File: src/rtl/sv_uart_tx_arbiter.sv
// sv_uart_tx_arbiter
//   Round-robin arbiter that lets NUM_REQ requesters share the single
//   transmit AXI-Stream input of sv_uart_engine. A grant covers a whole
//   packet (up to tlast). When MAX_BURST > 0, a grant also ends after
//   MAX_BURST beats. Nothing is buffered: the granted requester is passed
//   straight through to the engine.
//
// Ports
//   iclk, irst      clock; asynchronous active-high reset
//   s_axis_tdata    requester data, requester i at [i*DATA_WIDTH +: DATA_WIDTH]
//   s_axis_tvalid   per-requester valid
//   s_axis_tlast    per-requester end of packet
//   s_axis_tready   per-requester ready (only the granted one can be high)
//   m_axis_tdata    data to the engine
//   m_axis_tvalid   valid to the engine
//   m_axis_tready   ready from the engine
//   m_axis_tid      index of the granted requester
//   ogrant          one-hot grant, all zero while idle
//   obusy           high while a grant is held
//
// state  | meaning
// -------+-----------------------------------------------------------
// S_IDLE | no grant; pick the next valid requester after the pointer
// S_XFER | granted requester passed through until tlast / burst limit

module sv_uart_tx_arbiter #(
  parameter int NUM_REQ    = 4,
  parameter int DATA_WIDTH = 24,
  parameter int MAX_BURST  = 0,
  localparam int ID_W      = $clog2(NUM_REQ)
) (
  input  logic                          iclk,
  input  logic                          irst,
  input  logic [NUM_REQ*DATA_WIDTH-1:0] s_axis_tdata,
  input  logic [NUM_REQ-1:0]            s_axis_tvalid,
  input  logic [NUM_REQ-1:0]            s_axis_tlast,
  output logic [NUM_REQ-1:0]            s_axis_tready,
  output logic [DATA_WIDTH-1:0]         m_axis_tdata,
  output logic                          m_axis_tvalid,
  input  logic                          m_axis_tready,
  output logic [ID_W-1:0]               m_axis_tid,
  output logic [NUM_REQ-1:0]            ogrant,
  output logic                          obusy
);

  localparam logic [0:0]  S_IDLE    = 1'b0;
  localparam logic [0:0]  S_XFER    = 1'b1;
  localparam logic [15:0] BURST_LIM = 16'(MAX_BURST);
  localparam bit          BURST_EN  = (MAX_BURST > 0);

  logic [0:0]         state;
  logic [ID_W-1:0]    ptr;
  logic [15:0]        beat_cnt;
  logic [15:0]        cnt_next;

  logic               pick_found;
  logic [ID_W-1:0]    pick_idx;
  logic [ID_W-1:0]    cand;
  logic [NUM_REQ-1:0] pick_onehot;

  logic               xfer;
  logic               beat;
  logic               last_hit;
  logic               burst_hit;
  logic               release_grant;

  // Scan upward from ptr+1 with wrap-around; the requester that held the
  // last grant (ptr) is visited last, so it has the lowest priority.
  always_comb begin
    pick_found  = 1'b0;
    pick_idx    = '0;
    cand        = '0;
    pick_onehot = '0;
    for (int i = 1; i <= NUM_REQ; i++) begin
      cand = ID_W'((int'(ptr) + i) % NUM_REQ);
      if (!pick_found && s_axis_tvalid[cand]) begin
        pick_found = 1'b1;
        pick_idx   = cand;
      end
    end
    pick_onehot[pick_idx] = 1'b1;
  end

  // Pass-through of the granted requester; everything is gated by the
  // state so nothing leaks through while idle.
  assign xfer          = (state == S_XFER);
  assign obusy         = xfer;
  assign m_axis_tdata  = xfer ? s_axis_tdata[m_axis_tid*DATA_WIDTH +: DATA_WIDTH] : '0;
  assign m_axis_tvalid = xfer & s_axis_tvalid[m_axis_tid];
  assign s_axis_tready = xfer ? (ogrant & {NUM_REQ{m_axis_tready}}) : '0;

  assign beat      = m_axis_tvalid & m_axis_tready;
  assign cnt_next  = (beat_cnt == 16'hFFFF) ? beat_cnt : beat_cnt + 16'd1;
  assign burst_hit = BURST_EN && (cnt_next == BURST_LIM);
  assign last_hit  = s_axis_tlast[m_axis_tid];
  // tlast and burst limit on the same beat still produce one release.
  assign release_grant = beat & (last_hit | burst_hit);

  always_ff @(posedge iclk or posedge irst) begin
    if (irst) begin
      state      <= S_IDLE;
      ogrant     <= '0;
      m_axis_tid <= '0;
      beat_cnt   <= '0;
      ptr        <= ID_W'(NUM_REQ - 1);
    end else begin
      case (state)
        S_IDLE: begin
          if (pick_found) begin
            state      <= S_XFER;
            ogrant     <= pick_onehot;
            m_axis_tid <= pick_idx;
            beat_cnt   <= '0;
          end
        end
        S_XFER: begin
          if (beat) begin
            beat_cnt <= cnt_next;
          end
          // Always pass through IDLE after a release: this is the bubble
          // that keeps a re-asserted valid from the same requester from
          // being taken again before the others are considered.
          if (release_grant) begin
            state  <= S_IDLE;
            ptr    <= m_axis_tid;
            ogrant <= '0;
          end
        end
        default: begin
          state  <= S_IDLE;
          ogrant <= '0;
        end
      endcase
    end
  end

endmodule

File: config.mk
export PLATFORM = sky130hd
export DESIGN_NAME = sv_uart_tx_arbiter
export DESIGN_NICKNAME = d
export VERILOG_FILES = /design/src/rtl/sv_uart_tx_arbiter.sv
export SDC_FILE = /design/constraint.sdc
export NUM_CORES = 1
export LEC_CHECK = 0
export BUFFER_PORTS_ARGS = -buffer_cell sky130_fd_sc_hd__buf_4
export CORE_MARGIN = 8
export CORE_UTILIZATION = 38
export DETAILED_ROUTE_END_ITERATION = 8
export GPL_TIMING_DRIVEN = 1
export PLACE_DENSITY_LB_ADDON = 0.25
export RECOVER_POWER = 25
export SETUP_SLACK_MARGIN = 0.4
export SYNTH_ARGS = -nofsm -noshare
export SYNTH_HDL_FRONTEND = slang
export SYNTH_SLANG_ARGS = --single-unit
File: constraint.sdc
create_clock -name iclk -period 3.3 [get_ports iclk]
set_clock_uncertainty 0.05 [all_clocks]
set_input_delay 0.66 -clock iclk [delete_from_list [all_inputs] [get_ports iclk]]
set_output_delay 0.66 -clock iclk [all_outputs]
set_load 0.1 [all_outputs]
==> metrics.cfg, run 1 <==
[placed_design]
io_buffers = 142
place_congestion = 0.826
dp.final_hpwl_um = 5060

[yosys]
synth_area_sq_um = 1320
synthTopCellsByCount = and2_1 (24), mux4_2 (21), dfrtp_1 (7)
synth_edf_count = 0
synth_ff_type = dfrtp_1
synth_area_per_cell_sq_um = 11.9
synth_area_leaders = mux4_2 (36%), dfrtp_1 (13%), and2_1 (11%), mux4_1 (6.0%), dfstp_2 (4.0%)
synthCells = 111
ys_seq_area_share_pct = 17.3
ys_types = 34
synth_top_area_share_pct = 35.9
ys_async_sr_fraction_pct = 100
yosysWarnings = 0
yosys_register_bits = 9
yosysTopAreaCell = mux4_2
syn-num-nets = 218
synth.most_common_cell = and2_1

[timing]
finalSetupTns_ns = 0
worst_pin_slew_ns = 1.18
finalCriticalPeriod_ns = 2.69
setup_viol = 0
fin_crit_sh_pct = 81.6
relSlewSlack_pct = 21.8
fmax_ghz = 0.371
finalHoldViolations = 0
final_max_slew_viol_count = 0
grt_setup_unrepaired = false

[outcome]
outcome = finished, final reports clean

[worst_setup_path]
required_ns = 2.59
crit_fanout = 25
critPathLaunchType = flop
end_kind = output port
r2r_slack_ns = 1.30
arrival_ns = 1.98
crit_type = reg -> out

[floorplanning]
core_sq_um = 3340
rows = 21
die_height_um = 74.9
die-area_sq_um = 5600
initial_core_util_pct = 39.4
die_w_um = 74.9
ioPinCount = 143

[clocking]
insertion_delay_ns = 0.28
cts_tree = yes
clk_pin_slew_ns = 0.07
clk_path_buf_depth = 2
cts_root_buf = clkbuf_4
numCtsBuffers = 3
ctsHoldBuffers = 0
ctsHtreeMaxLevel = 1
cts_sinks = 9

[cells_and_area]
syn2layout_area_growth_pct = 86.2
multi_input_area_sq_um = 1040
drive_gt1_share_pct = 77.9
fin_util_pct = 73.5
seqCellArea_sq_um = 230
n_fill_cell = 254
num_antenna_cells = 0
finalNetCount = 357

[detailed_routing]
via_count = 1568
wl_um = 5940
ant_nets = 0
wl_per_cell_um = 20.1
drt_pass1_iterations = 4
drtIter0Drc = 34
post-route-drc-count = 0
via_per_inst = 5.32

[global_routing]
grt_max_degree = 28
grt_pass1_wl_um = 8310
grt_overflow = 0
grt_pass1_vias = 1643
grt_usage_pct = 19.6
antenna_found_initial = 0

[hold_path]
hp-class = in -> async

[run]
cap_violations = 0

==> logic make-up after synthesis <==
family / share of synthesized area [%]
muxes: 47.0
buffers and inverters: 6.27
and+or+nand+nor: 20.2
DFF: 17.3
AOI/OAI and AO/OA: 9.32
==> per-stage QoR <==
stage,worst slack (ns),cells,cell area (sq um),hold slack [ns]
finish,0.608,295,2450,0.293
global route,0.513,295,2450,0.317
CTS,0.416,295,2460,0.303
detailed placement,0.716,291,2430,0.489
global placement,0.717,291,2430,0.484
floorplan,0.224,111,1350,0.436
==> layout make-up <==
type	instances	area share, %
Timing Repair Buffer	145	44.5
Multi-Input combinational cell	89	42.4
Sequential cell	9	9.39
Tap cell	46	2.35
Clock buffer	4	1.07
Inverter	2	0.306
==> flip-flops by register name, indices dropped and copies added (netlist names) <==
signal	cells
ptr	2
ogrant	4
obusy	1
m_axis_tid	2
==> routing by layer <==
layer / track usage (%) / routed length, um
met1: 19.4 / 2070
met3: 4.53 / 492
met4: 6.09 / 107
met5: 0 / 0
met2: 38.4 / 3270
==> worst max-delay path, stage by stage, from the launching register on <==
cell and delay (ns):
dfrtp_2 0.50, buf_12 0.25, mux4_2 0.52, and2_2 0.21
buf_4 0.23
==> final timing paths <==
| path | depth (start not counted) | end | start |
|---|---|---|---|
| worst max register to register | 5 | ptr[0] | m_axis_tid[0] |
| worst max-delay path | 4 | m_axis_tdata[12] | m_axis_tid[0] |
| worst min register to register | 1 | ogrant[2] | ogrant[2] |
| max in group asynchronous | 2 | ptr[1] | irst |
| min in group iclk | 1 | ogrant[2] | ogrant[2] |
| worst min-delay path | 2 | ogrant[2] | irst |
==> what timing repair did <==
action,in CTS,in global routing
gates resized for setup,0,1
endpoints found under the setup margin,0,24
setup buffers,0,0
==> layout by cell type, fill, tap and decap left out, types with 4 or more instances in the layout <==
master / Yosys / routed
clkbuf_1: 4 / 4
and2_2: 0 / 17
and3_1: 4 / 4
a32o_1: 4 / 4
clkbuf_4: 0 / 4
buf_4: 1 / 140
mux4_2: 21 / 21
dfrtp_1: 7 / 5
mux2i_1: 4 / 4
nand2_1: 4 / 4
and2_1: 24 / 7
Power of run 1 is not shown: default switching activity piles up to over one toggle a cycle in this logic, so the estimate is an artifact.
==> run 2, diff against run 1 <==
Settings changed: CORE_UTILIZATION 38 to 32.
Clock period 3.3 ns to 2.35 ns, I/O delays scaled along.
==> run 2 against run 1 <==
  * Via count decreased by 1.2%
  * Hold slack got worse by 0.15 ns
  * Register-to-register slack worse by 0.82 ns
  * Routed wire length is 0.61% higher
  * Count of clock-buffer cells in the layout unchanged
  * Setup slack worse by 0.51 ns
  * Critical path depth did not move
  * Cell area is 11% higher
  * Critical endpoint is now m_axis_tdata[22]
  * Highest routed layer unchanged
==> metrics.cfg, run 2 (synthesized netlist as in run 1, its figures left out) <==
[global_routing]
grt_overflow = 0  ; unchanged
grt_pass1_wl_um = 8560  ; was 8310 um
grt_pass1_vias = 1637  ; was 1,643
antenna_found_initial = 0  ; unchanged
grt_max_degree = 34  ; was 28
grt_usage_pct = 16.8  ; was 19.6%

[clocking]
cts_root_buf = clkbuf_8  ; was clkbuf_4
ctsHtreeMaxLevel = 1  ; unchanged
insertion_delay_ns = 0.24  ; was 0.28 ns
cts_tree = yes  ; unchanged
cts_sinks = 9  ; unchanged
ctsHoldBuffers = 0  ; unchanged
clk_path_buf_depth = 2  ; unchanged
clk_pin_slew_ns = 0.04  ; was 0.07 ns
numCtsBuffers = 3  ; unchanged

[run]
cap_violations = 0  ; unchanged

[timing]
finalCriticalPeriod_ns = 2.25
fin_crit_sh_pct = 95.9
setup_viol = 0  ; unchanged
final_max_slew_viol_count = 0  ; unchanged
relSlewSlack_pct = 22.0  ; was 21.8%
worst_pin_slew_ns = 1.18  ; about the same
grt_setup_unrepaired = true  ; was false
finalHoldViolations = 0  ; unchanged
fmax_ghz = 0.444
finalSetupTns_ns = 0  ; unchanged

[worst_setup_path]
crit_type = reg -> out  ; unchanged
worstPathCellList = buf_12 > mux4_2 > and2_4 > buf_6  ; was buf_12 > mux4_2 > and2_2 > buf_4
end_kind = output port  ; unchanged
critPathLaunchType = flop  ; unchanged
worst_path_largest_cell_delay_ns = 0.51  ; was 0.52 ns
arrival_ns = 1.73  ; was 1.98 ns
required_ns = 1.83  ; was 2.59 ns
crit_fanout = 12  ; was 25
cp_slowest_cell = mux4_2  ; unchanged

[detailed_routing]
via_count = 1549  ; was 1,568
drt-met1-wl_um = 2100  ; was 2070 um
dr_wl_met2_um = 3290  ; was 3270 um
wl_met3_um = 518  ; was 492 um
post-route-drc-count = 0  ; unchanged
wl_per_cell_um = 19.8  ; was 20.1 um
ant_nets = 0  ; unchanged
drt_pass1_iterations = 4  ; unchanged
drtIter0Drc = 48  ; was 34
wl_um = 5970  ; was 5940 um
via_per_inst = 5.13  ; was 5.32
dr.max_layer_used = met4  ; unchanged

[placed_design]
place_congestion = 0.783  ; was 0.826
io_buffers = 142  ; unchanged
dp.final_hpwl_um = 4820  ; was 5060 um

[floorplanning]
die_w_um = 80.1  ; was 74.9 um
rows = 23  ; was 21
die_height_um = 80.1  ; was 74.9 um
ioPinCount = 143  ; unchanged
initial_core_util_pct = 33.1  ; was 39.4%
core_sq_um = 3970  ; was 3340 sq um
die-area_sq_um = 6420  ; was 5600 sq um

[outcome]
outcome = finished, final reports clean  ; unchanged

[cells_and_area]
syn2layout_area_growth_pct = 106  ; was 86.2%
layout_commonest_cell = buf_4  ; unchanged
num_antenna_cells = 0  ; unchanged
finalNetCount = 360  ; was 357
largest_reg_flops = 4  ; unchanged
layout_common_cells = buf_4 (114), mux4_2 (24), and2_4 (24)  ; was buf_4 (140), mux4_2 (21), and2_2 (17)
largestRegisters = ogrant x4, m_axis_tid x2, ptr x2  ; unchanged
largest-register = ogrant  ; unchanged
drive_gt1_share_pct = 85.7  ; was 77.9%

[hold_path]
hp-class = in -> async  ; unchanged

-- run 2: cell count changes in the layout (fill, tap and decap cells not counted), sizes merged --
cell	delta
buf	+2
clkbuf	+1
-- run 2: critical path: cells and delay by family, from the launching register on --
kind | cells | cell delay [ns]
and+or+nand+nor | 1 | 0.17
buffers and inverters | 2 | 0.33
DFF | 1 | 0.47
muxes | 1 | 0.51
-- run 2: per-layer routing --
layer	global-route usage, %	vias to the layer above
li1	-	721
met1	17.3	745
met2	32.8	76
met3	4.24	7
met4	3.45	0
met5	0	-
-- run 2: cell type report --
class,count,area [sq um]
repair buffers,148,1270
fillers,325,1260
multi-input cells,89,1070
flip-flops and latches,9,244
well taps,50,62.6
clock buffers,4,45.0
inverters,2,7.51
-- run 2: final timing paths --
path                                    endpoint  cells after the start           from  slack (ns)
max in group asynchronous                 ptr[1]                      2           irst        1.81
worst max-delay path            m_axis_tdata[22]                      4  m_axis_tid[0]         0.1
worst max register to register            ptr[0]                      5  m_axis_tid[0]        0.48
worst min register to register         ogrant[3]                      1      ogrant[3]        0.49
worst min-delay path               m_axis_tid[0]                      2           irst        0.14
min in group iclk                      ogrant[3]                      1      ogrant[3]        0.49
-- run 2: through the flow --
step,cells,utilization (%),setup WS (ns),hold WS (ns),area [sq um]
6_report,302,68.2,0.0962,0.143,2710
5_1_grt,302,68.2,0.0458,0.177,2710
2_1_floorplan,111,-,0.00936,0.246,1440
4_1_cts,301,68.3,0.0890,0.154,2710
3_5_place_dp,294,63.1,0.198,0.405,2510
3_3_place_gp,294,63.1,0.215,0.401,2510
-- run 2: repair_timing --
item,4_1_cts,5_1_grt
endpoints found under the setup margin,26,30
resized for setup,38,0
pin swaps,0,0
buffers inserted,3,1
Power of run 2 is left out for the same reason.
==> run 3, diff against run 2 <==
Settings changed: CELL_PAD_IN_SITES_DETAIL_PLACEMENT set to 1, CELL_PAD_IN_SITES_GLOBAL_PLACEMENT set to 1, CORE_UTILIZATION 32 to 21.
==> run 3 against run 2 <==
  * Non-clock buffer count rose by 2
  * Highest routed layer unchanged
  * First-iteration DRC count fell by 50%
  * Setup slack got worse by 0.017 ns
  * Fmax fell by 0.74%
==> metrics.cfg, run 3 (synthesized netlist as in run 1, its figures left out) <==
[timing]
finalSetupTns_ns = 0  ; unchanged
setup_viol = 0  ; unchanged
finalCriticalPeriod_ns = 2.27  ; was 2.25 ns
fmax_ghz = 0.440  ; was 0.444 GHz
fin_crit_sh_pct = 96.6  ; was 95.9%
relSlewSlack_pct = 21.6  ; was 22.0%
grt_setup_unrepaired = true  ; unchanged
finalHoldViolations = 0  ; unchanged
worst_pin_slew_ns = 1.18  ; about the same
final_max_slew_viol_count = 0  ; unchanged

[clocking]
cts_tree = yes  ; unchanged
numCtsBuffers = 3  ; unchanged
cts_root_buf = clkbuf_8  ; unchanged
cts_sinks = 9  ; unchanged
clk_pin_slew_ns = 0.05  ; was 0.04 ns
insertion_delay_ns = 0.24  ; about the same
ctsHtreeMaxLevel = 1  ; unchanged
clk_path_buf_depth = 2  ; unchanged

[cells_and_area]
largest_reg_flops = 4  ; unchanged
largest-register = ogrant  ; unchanged
finalNetCount = 362  ; was 360
syn2layout_area_growth_pct = 125  ; was 106%
largestRegisters = ogrant x4, m_axis_tid x2, ptr x2  ; unchanged
multi_input_area_sq_um = 1090  ; was 1070 sq um
drive_gt1_share_pct = 85.8  ; was 85.7%
seqCellArea_sq_um = 244  ; unchanged
num_antenna_cells = 0  ; unchanged
n_fill_cell = 661  ; was 325
layout_commonest_cell = buf_4  ; unchanged
layout_common_cells = buf_4 (115), buf_12 (27), mux4_2 (24), and2_4 (24), clkbuf_1 (5)  ; was buf_4 (114), mux4_2 (24), and2_4 (24)

[floorplanning]
initial_core_util_pct = 21.2  ; was 33.1%
ioPinCount = 143  ; unchanged
rows = 29  ; was 23
die_w_um = 95.2  ; was 80.1 um
core_sq_um = 6200  ; was 3970 sq um
die_height_um = 95.2  ; was 80.1 um
die-area_sq_um = 9060  ; was 6420 sq um

[placed_design]
place_congestion = 0.781  ; was 0.783
io_buffers = 142  ; unchanged
dp.final_hpwl_um = 5460  ; was 4820 um

[detailed_routing]
drtIter0Drc = 24  ; was 48
drt_pass1_iterations = 4  ; unchanged
via_count = 1622  ; was 1,549
wl_um = 7040  ; was 5970 um
via_per_inst = 4.90  ; was 5.13
ant_nets = 0  ; unchanged
post-route-drc-count = 0  ; unchanged
wl_per_cell_um = 21.3  ; was 19.8 um

[global_routing]
grt_overflow = 0  ; unchanged
grt_pass1_wl_um = 10000  ; was 8560 um
antenna_found_initial = 0  ; unchanged
grt_max_degree = 31  ; was 34
grt_usage_pct = 14.8  ; was 16.8%
grt_pass1_vias = 1779  ; was 1,637

[hold_path]
hp-class = in -> async  ; unchanged

[outcome]
outcome = finished, final reports clean  ; unchanged

[run]
cap_violations = 0  ; unchanged

[worst_setup_path]
required_ns = 1.83  ; about the same
critPathLaunchType = flop  ; unchanged
cp_slowest_cell = mux4_2  ; unchanged
worst_path_largest_cell_delay_ns = 0.51  ; about the same
end_kind = output port  ; unchanged
cp_common_cell = buf_12
arrival_ns = 1.75  ; was 1.73 ns
crit_type = reg -> out  ; unchanged
crit_fanout = 8  ; was 12
worstPathCellList = buf_12 > mux4_2 > and2_4 > buf_12  ; was buf_12 > mux4_2 > and2_4 > buf_6

-- run 3: cell count changes in the layout (fill, tap and decap cells not counted), sizes merged --
cell and change:
buf +2
-- run 3: final timing paths --
kind | startpoint | to | slack [ns] | cells after the start
worst max-delay path | m_axis_tid[0] | m_axis_tdata[8] | 0.08 | 4
worst min-delay path | irst | ogrant[0] | 0.15 | 2
worst max register to register | m_axis_tid[0] | ptr[0] | 0.53 | 5
worst min register to register | ogrant[3] | ogrant[3] | 0.50 | 1
max in group asynchronous | irst | ptr[0] | 1.79 | 2
min in group iclk | ogrant[3] | ogrant[3] | 0.50 | 1
-- run 3: layout make-up --
cell class / instances / share of cell area, %
Timing Repair Buffer: 150 / 50.0
Multi-Input combinational cell: 89 / 36.7
Sequential cell: 9 / 8.25
Tap cell: 77 / 3.26
Clock buffer: 4 / 1.52
Inverter: 2 / 0.254
-- run 3: timing repair --
action,in CTS,in global routing
setup endpoints to repair,29,26
gates resized for setup,81,2
buffers inserted,3,1
cloned,1,0
pin swaps,0,3
hold buffers,0,0
-- run 3: worst max-delay path, delay by kind of cell, from the launching register on --
kind,cells,cell delay (ns)
buffers and inverters,2,0.32
muxes,1,0.51
DFF,1,0.49
and+or+nand+nor,1,0.19
-- run 3: per-stage QoR --
step	setup slack, ns	area, sq um	utilization, %	hold WS [ns]	instances
floorplan	0.00936	1440	-	0.246	111
global placement	0.304	2550	41.1	0.406	322
detailed placement	0.272	2550	41.1	0.412	322
CTS	0.0750	2960	47.6	0.152	330
global route	0.0218	2960	47.7	0.174	331
finish	0.0794	2960	47.7	0.151	331
-- run 3: routing by layer --
metal  up-vias  GRT usage, %  wire [um]
li1        724             -          -
met1       811          16.5       2680
met2        85          27.0       3640
met3         2          4.72        704
met4         0          2.34         14
met5         -             0          0
Power of run 3 is left out for the same reason.
